### config.mk
export PLATFORM = sky130hd
export DESIGN_NAME = npower_bus_arbiter
export DESIGN_NICKNAME = d
export VERILOG_FILES = /design/src/rtl/npower_bus_arbiter.sv
export SDC_FILE = /design/constraint.sdc
export NUM_CORES = 1
export LEC_CHECK = 0
export BUFFER_PORTS_ARGS = -buffer_cell sky130_fd_sc_hd__buf_2
export CAP_MARGIN = 20
export CORE_AREA = 4 4 107 109
export CTS_BUF_LIST = sky130_fd_sc_hd__clkbuf_8
export DETAILED_ROUTE_END_ITERATION = 10
export DIE_AREA = 0 0 111 113
export PLACE_DENSITY = 0.62
export SETUP_SLACK_MARGIN = 0.02
export SYNTH_ARGS = -nofsm -noshare
export SYNTH_HDL_FRONTEND = slang
export SYNTH_SLANG_ARGS = --single-unit
### constraint.sdc
create_clock -name clk_i -period 1.82 [get_ports clk_i]
set_input_delay 0.091 -clock clk_i [delete_from_list [all_inputs] [get_ports clk_i]]
set_output_delay 0.091 -clock clk_i [all_outputs]
set_load 0.02 [all_outputs]
### src/rtl/npower_bus_arbiter.sv
`timescale 1ns/1ps
// -----------------------------------------------------------------------------
// npower_bus_arbiter
//
// Shares the single external Wishbone-classic bus of the nPower v1 core between
// the instruction-fetch master (ICU line refill) and the data master (loads and
// stores from MEMORY/MALIGN). Data wins simultaneous requests, but only for
// MAXSTREAK consecutive tenures while fetch is waiting; then fetch is forced in.
// A tenure is never pre-empted. A watchdog aborts a strobe that has stalled for
// TMO cycles and hands an error to the owning master.
//
// Parameters
//   AWID       address width
//   MAXSTREAK  data tenures granted in a row while fetch waits (1..15)
//   TMO        stalled strobe cycles before abort (2..255)
//
// Ports
//   clk_i, rst_ni                 clock, asynchronous active-low reset
//   icyc_i, istb_i, iadr_i        fetch master request
//   iack_o, ierr_o, idat_o        fetch master response
//   dcyc_i, dstb_i, dwe_i,
//   dsel_i, dadr_i, ddat_i        data master request
//   dack_o, derr_o, ddat_o        data master response
//   cyc_o, stb_o, we_o, sel_o,
//   adr_o, dat_o                  external bus request (mirrors the owner)
//   ack_i, err_i, dat_i           external bus response
//   gnt_o                         owner: 00 none, 01 fetch, 10 data, 11 abort
//   tmo_o                         single-cycle pulse when the watchdog fires
// -----------------------------------------------------------------------------
module npower_bus_arbiter #(
   parameter int AWID      = 32,
   parameter int MAXSTREAK = 4,
   parameter int TMO       = 255
) (
   input  logic            clk_i,
   input  logic            rst_ni,
   // fetch master
   input  logic            icyc_i,
   input  logic            istb_i,
   input  logic [AWID-1:0] iadr_i,
   output logic            iack_o,
   output logic            ierr_o,
   output logic [31:0]     idat_o,
   // data master
   input  logic            dcyc_i,
   input  logic            dstb_i,
   input  logic            dwe_i,
   input  logic [3:0]      dsel_i,
   input  logic [AWID-1:0] dadr_i,
   input  logic [31:0]     ddat_i,
   output logic            dack_o,
   output logic            derr_o,
   output logic [31:0]     ddat_o,
   // external bus
   output logic            cyc_o,
   output logic            stb_o,
   output logic            we_o,
   output logic [3:0]      sel_o,
   output logic [AWID-1:0] adr_o,
   output logic [31:0]     dat_o,
   input  logic            ack_i,
   input  logic            err_i,
   input  logic [31:0]     dat_i,
   // status
   output logic [1:0]      gnt_o,
   output logic            tmo_o
);

   // State codes double as the gnt_o status encoding.
   typedef enum logic [1:0] {
      IDLE  = 2'b00,
      IGNT  = 2'b01,
      DGNT  = 2'b10,
      ABORT = 2'b11
   } state_t;

   localparam logic [3:0] STREAK_MAX = 4'(MAXSTREAK);
   localparam logic [7:0] WDOG_LAST  = 8'(TMO - 1);

   state_t     state;
   logic [3:0] streak;      // data tenures granted while fetch was requesting
   logic [7:0] wdog;        // consecutive stalled strobe cycles
   logic       abort_data;  // owner at abort time was the data master

   logic own_i;
   logic own_d;
   logic stall;
   logic fire;

   assign own_i = (state == IGNT);
   assign own_d = (state == DGNT);

   // ------------------------------------------------------------------------
   // Bus mux: driven from the state register so an asynchronous reset drops
   // cyc_o immediately, without waiting for a clock.
   // ------------------------------------------------------------------------
   always_comb begin
      cyc_o = 1'b0;
      stb_o = 1'b0;
      we_o  = 1'b0;
      sel_o = '0;
      adr_o = '0;
      dat_o = '0;
      case (state)
         IGNT: begin
            cyc_o = icyc_i;
            stb_o = istb_i;
            we_o  = 1'b0;
            sel_o = '1;
            adr_o = iadr_i;
         end
         DGNT: begin
            cyc_o = dcyc_i;
            stb_o = dstb_i;
            we_o  = dwe_i;
            sel_o = dsel_i;
            adr_o = dadr_i;
            dat_o = ddat_i;
         end
         default: ;
      endcase
   end

   // A stalled cycle is a strobe with no response; the watchdog fires on the
   // TMO-th one (counter starts at 0 on the first stalled cycle).
   assign stall = stb_o & ~ack_i & ~err_i;
   assign fire  = (own_i | own_d) & stall & (wdog == WDOG_LAST);

   // Response routing: err wins over a simultaneous ack; watchdog error goes
   // to the owner in the same cycle it fires.
   assign iack_o = own_i & ack_i & ~err_i;
   assign ierr_o = own_i & (err_i | fire);
   assign dack_o = own_d & ack_i & ~err_i;
   assign derr_o = own_d & (err_i | fire);

   // Read data is broadcast; only the acknowledged master samples it.
   assign idat_o = dat_i;
   assign ddat_o = dat_i;

   assign tmo_o = fire;
   assign gnt_o = state;

   // ------------------------------------------------------------------------
   // Arbitration state machine, streak counter and watchdog.
   // ------------------------------------------------------------------------
   always_ff @(posedge clk_i or negedge rst_ni) begin
      if (!rst_ni) begin
         state      <= IDLE;
         streak     <= '0;
         wdog       <= '0;
         abort_data <= 1'b0;
      end else begin
         if ((own_i | own_d) && stall) begin
            wdog <= wdog + 8'd1;
         end else begin
            wdog <= '0;
         end

         case (state)
            IDLE: begin
               // Any decision taken with fetch idle forgets the streak.
               if (!icyc_i) begin
                  streak <= '0;
               end
               if (dcyc_i && (!icyc_i || (streak < STREAK_MAX))) begin
                  state <= DGNT;
                  if (icyc_i && (streak != '1)) begin
                     streak <= streak + 4'd1;
                  end
               end else if (icyc_i) begin
                  state  <= IGNT;
                  streak <= '0;
               end
            end
            IGNT: begin
               if (fire) begin
                  state      <= ABORT;
                  abort_data <= 1'b0;
               end else if (!icyc_i) begin
                  state <= IDLE;
               end
            end
            DGNT: begin
               if (fire) begin
                  state      <= ABORT;
                  abort_data <= 1'b1;
               end else if (!dcyc_i) begin
                  state <= IDLE;
               end
            end
            ABORT: begin
               // Hold the bus off until the aborted master ends its cycle.
               if (!(abort_data ? dcyc_i : icyc_i)) begin
                  state <= IDLE;
               end
            end
            default: state <= IDLE;
         endcase
      end
   end

endmodule

==> impl_metrics.toml, run 1 <==
[run_status]
violations = "negative setup slack"
outcome = "finished with violations"

[final_layout]
multi_input_area_mm2 = 0.001250
seq_area_um2 = 377.9
fillers = 1111
syn2layout_area_growth_pct = 51.79
n_antenna_cell = 0
layout-drive-gt1-share_pct = 58.06
nets = 552
final_core_util_pct = 30.43

[setup_path]
start_kind = "flip-flop"
crit_type = "flip-flop to output port"
cp_data_arrival_time_ns = 1.75
required_ns = 1.73
cp-end-kind = "output port"
critPathMaxFanout = 4

[global_routing]
grt_pass1_wl_mm = 11.27
grt_max_degree = 48
antenna_found_initial = 1
grt.total_usage_pct = 10.83
grt-ovfl-total = 0
grt_pass1_vias = 2223

[die]
coreArea_mm2 = 0.01060
io_pins = 283
die-width_um = 111
die_area_mm2 = 0.01254
die_y_um = 113
fp-row-count = 38
initial_core_util_pct = 20.05

[clock_tree]
clock_sinks = 15
root_buffer = "clkbuf_8"
clockBufferDepth = 2
worstSkewPairLatency_ns = 0.25
clk_pin_slew_ns = 0.06
htree_levels = 1
cts_tree = "built"
cts_buffers = 3

[route]
drtIter0Drc = 107
drcViolationCount = 0
dr.pass1.iters = 4
routed_via_density = 4.357
wirelength_mm = 8.629
wire_per_inst_um = 15.89
vias = 2366
ant_nets = 0

[sta]
min_period_ns = 1.843
final.setup.worst_slack_ns = -0.02266
rsz0062_at_grt = "true"
fmax_mhz = 542.7
hold_viol_final = 0
setup_viol = 2
final_max_slew_viol_count = 0
skew_ns = 0.003103
hold_ws_ns = 0.1727
setup_tns_ns = -0.04414
finalCritPeriodShare_pct = 101.2
relSlewSlack_pct = 77.78
worst_pin_slew_ns = 0.3311

[power_and_ir_drop]
ir_drop_mv = 0.5738
p_seq_share_pct = 10.3
p_sw_share_pct = 46.76
p_clk_share_pct = 6.7
p_sw_mw = 1.852
power.density_mw_per_mm2 = 1227
leakagePower_nw = 1.654
p_int_mw = 2.109
combPwrFrac_pct = 83.0

[synthesis]
async_flop_share_pct = 100.0
synth_cell_types = 33
yosys-top-cells-area = "buf_4 (23%), dfrtp_1 (18%), nor2b_1 (12%)"
synth_top_area_share_pct = 22.60
yosys_warnings = 0
synth_nets = 421
avgSynthCellArea_um2 = 7.787
ys_ff_latch = 15
synth_area_leader_cell = "buf_4"
ys_seq_area_share_pct = 17.66
synth_flop_cell = "dfrtp_1"
synth_cells = 273
syn-cell-area_mm2 = 0.002126
yosysMostFrequentCell = "buf_4"
synth_edf_count = 0
synth_commonest_cells = "buf_4 (64), nor2b_1 (41), a22oi_1 (33), and2_1 (33), dfrtp_1 (15)"

[placement]
gp_congestion = 0.8517
dpl.hpwl_mm = 6.529
portBuffers = 186

[job]
maxCapViolations = 0

[min_path]
hp-class = "input pin to flip-flop"
metal layers:
layer	wire [um]	GRT usage, %	vias up
met2	4387	19.74	160
met1	3046	10.83	1078
li1	-	-	1118
met5	13	0	-
met4	82	2.053	2
met3	1100	6.257	8
registers in the layout, indices dropped and copies added, names as in the netlist:
name        cells
streak          4
wdog            8
abort_data      1
gnt_o           2
worst max-delay path: stages (launching register included):
cell and delay [ns]:
dfrtp_2 0.40, inv_2 0.07, ha_4 0.27, nor3b_4 0.18, and4b_2 0.30, nor2_4 0.05, nor2b_2 0.12, buf_6 0.12
worst paths after layout:
path | depth (start not counted) | startpoint | slack, ns | endpoint
worst max register to register | 7 | gnt_o[0] | 0.02 | gnt_o[0]
max in group asynchronous | 2 | rst_ni | 1.28 | gnt_o[1]
worst max-delay path | 7 | gnt_o[0] | -0.02 | ierr_o
min in group asynchronous | 2 | rst_ni | 0.27 | wdog[6]
worst min register to register | 1 | streak[0] | 0.48 | streak[0]
worst min-delay path | 3 | icyc_i | 0.17 | streak[2]
power by group through the flow:
stage	Combinational (mW)	Sequential, mW	Clock [mW]
after global placement	2.54	0.412	0
final	3.29	0.409	0.263
after CTS	2.71	0.409	0.274
after floorplan	1.92	0.434	0
after detailed placement	2.57	0.418	0
after global routing	3.53	0.413	0.288
area by class of cell:
class                      count  area share (%)
tap                          140           5.428
inverter                       4          0.4653
sequential                    15           11.71
multi-input combinational    170           38.74
clock buffer                   3           1.280
clock inverter                 1          0.1163
timing repair buffer         210           42.26
repair_timing:
action	CTS	global route
cloned	0	5
hold buffers	1	0
resized for setup	21	44
endpoints found under the setup margin	41	45
endpoints found under the hold margin	15	0
pin swaps	1	5
setup buffers	6	4
kinds of logic (layout without fill, tap and decap cells):
logic type,count (synthesis),count (layout),synth area share (%)
and+or+nand+nor,106,106,29.96
muxes,2,2,1.001
xor gates and xnor gates,6,6,2.472
AOI/OAI and AO/OA,49,49,17.42
DFF,15,15,17.66
adders and majority gates,7,7,4.120
buffers and inverters,88,218,27.37
stage by stage:
step | worst slack [ns] | total power [mW] | area, um^2 | std cells
after CTS | -0.02466 | 3.396 | 2920 | 535
final | -0.02266 | 3.960 | 3227 | 543
after floorplan | 0.03411 | 2.353 | 2133 | 273
after detailed placement | -0.01183 | 2.991 | 2755 | 524
after global placement | 0.05964 | 2.957 | 2755 | 524
after global routing | -0.1009 | 4.228 | 3227 | 543
cell usage in the layout, fill, tap and decap left out, drive strengths merged, types with 5 or more instances in the layout:
master    n
nand3     5
ha        7
clkbuf    7
dfrtp    15
a22oi    35
xor2      5
and2     33
nor2     10
inv       5
buf     205
nor2b    41
Note: power is estimated with default switching activity, not from simulation.
==> inputs of run 2 (changes only) <==
==> config.mk (replaced) <==
export PLATFORM = sky130hd
export DESIGN_NAME = npower_bus_arbiter
export DESIGN_NICKNAME = d
export VERILOG_FILES = /design/src/rtl/npower_bus_arbiter.sv
export SDC_FILE = /design/constraint.sdc
export NUM_CORES = 1
export LEC_CHECK = 0
export BUFFER_PORTS_ARGS = -buffer_cell sky130_fd_sc_hd__buf_4
export CAP_MARGIN = 20
export CORE_AREA = 4 4 109 111
export DETAILED_ROUTE_END_ITERATION = 10
export DIE_AREA = 0 0 113 115
export PLACE_DENSITY = 0.61
export SETUP_SLACK_MARGIN = 0.02
export SYNTH_ARGS = -nofsm -noshare
export SYNTH_HDL_FRONTEND = slang
export SYNTH_SLANG_ARGS = --single-unit
==> impl_metrics.toml, run 2 (same netlist as run 1, synthesis figures left out) <==
[clock_tree]
clockBufferDepth = 2
clk_pin_slew_ns = 0.06
worstSkewPairLatency_ns = 0.24
clock_sinks = 15
cts_tree = "built"
htree_levels = 1
cts_buffers = 3
root_buffer = "clkbuf_8"

[sta]
hold_ws_ns = 0.1541
final_max_slew_viol_count = 0
hold_viol_final = 0
final.setup.worst_slack_ns = -0.004913
min_period_ns = 1.825
rsz0062_at_grt = "true"
finalCritPeriodShare_pct = 100.3
fmax_mhz = 548.0
skew_ns = 0.001179
worst_pin_slew_ns = 0.3289
relSlewSlack_pct = 77.93
setup_viol = 1

[final_layout]
syn2layout_area_growth_pct = 63.51
nets = 549
layout_common_cells = "buf_4 (197), nor2b_1 (39), and2_1 (33)"
n_antenna_cell = 0
regMostFlops = "wdog"
final_cells = 540
largest_register_ff_count = 8
final_area_mm2 = 0.003476
final_core_util_pct = 32.21
mostFrequentLayoutCell = "buf_4"
layout-drive-gt1-share_pct = 57.25
fillers = 1145

[job]
maxCapViolations = 0

[route]
drcViolationCount = 0
routed_via_density = 4.309
dr.pass1.iters = 4
drtIter0Drc = 51
ant_nets = 0
wire_per_inst_um = 15.77
wirelength_mm = 8.518
vias = 2327

[die]
io_pins = 283
die-width_um = 113
die_area_mm2 = 0.01300
die_y_um = 115
initial_core_util_pct = 19.70
fp-row-count = 38
coreArea_mm2 = 0.01079

[min_path]
hp-class = "input pin to flip-flop"
hold_depth = 3

[power_and_ir_drop]
power.density_mw_per_mm2 = 1144
p_total_mw = 3.975
leakagePower_nw = 1.694
ir_drop_mv = 0.4419

[placement]
dp.cells = 527
gp_congestion = 0.8781
portBuffers = 186
place_area_mm2 = 0.003231
dpl.hpwl_mm = 7.001

[global_routing]
grt_max_degree = 40
grt.total_usage_pct = 11.35
antenna_found_initial = 0
grt-ovfl-total = 0
grt_pass1_vias = 2343
grt_pass1_wl_mm = 12.18

[setup_path]
ff2ff_setup_slack_ns = 0.02
critPathMaxFanout = 4
reg2reg_depth = 7
crit_type = "flip-flop to output port"
slowest_delay_ns = 0.41
crit_path_cell_trace = "inv_2, ha_4, nor3b_4, and4b_2, nor2_2, nor2b_2, buf_6"
cp-end-kind = "output port"
r2r-start = "gnt_o[1]"
endpoint = "derr_o"
required_ns = 1.73
start_kind = "flip-flop"
cp_data_arrival_time_ns = 1.73
worst_path_max_delay_cell = "dfrtp_2"
startpoint = "gnt_o[1]"
rr_endpoint = "gnt_o[0]"

[run_status]
violations = "negative setup slack"
outcome = "finished with violations"
[run 2: power by group]
group          leakage (nW)  switching, mW  internal (mW)
sequential            0.204         0.0383          0.375
combinational          1.46           1.68           1.62
clock                0.0255          0.111          0.151
[run 2: worst max-delay path, delay by kind of cell (launching register included)]
family	cells	cell delay (ns)
adders and majority gates	1	0.27
buffers and inverters	2	0.19
DFF	1	0.41
and+or+nand+nor	4	0.63
[run 2: worst min path at each step]
stage / end / slack, ns / startpoint
2_1_floorplan: abort_data / -0.20 / rst_ni
3_3_place_gp: wdog[0] / -0.05 / rst_ni
3_5_place_dp: wdog[0] / -0.04 / rst_ni
4_1_cts: streak[0] / 0.16 / icyc_i
5_1_grt: streak[0] / 0.17 / icyc_i
6_report: streak[0] / 0.15 / icyc_i
[run 2: layout make-up]
type	count	area [um^2]	share of cell area, %
clock inverter	1	5.005	0.1440
inverter	4	17.52	0.5040
multi-input combinational	170	1226	35.28
tap	140	175.2	5.040
sequential	15	377.9	10.87
clock buffer	3	41.29	1.188
timing repair buffer	207	1633	46.98
[run 2: stage by stage]
step / setup WS (ns) / setup TNS [ns]
5_1_grt: -0.09494 / -0.5493
6_report: -0.004913 / -0.004913
3_3_place_gp: -0.02846 / -0.02846
3_5_place_dp: -0.04121 / -0.09076
4_1_cts: -0.001788 / -0.002977
2_1_floorplan: 0.03411 / 0
[run 2: what timing repair did]
action | 4_1_cts | 5_1_grt
setup endpoints to repair | 47 | 44
hold endpoints to repair | 15 | 0
buffers inserted | 5 | 2
pin swaps | 3 | 1
resized for setup | 22 | 5
hold buffers | 1 | 0
cloned | 1 | 0
[run 2: metal layers]
layer	up-vias	part of all wire, %	GRT usage, %
li1	1113	-	-
met1	1075	35	12.66
met2	130	54	21.76
met3	9	10	3.579
met4	0	0.60	1.202
met5	-	0	0
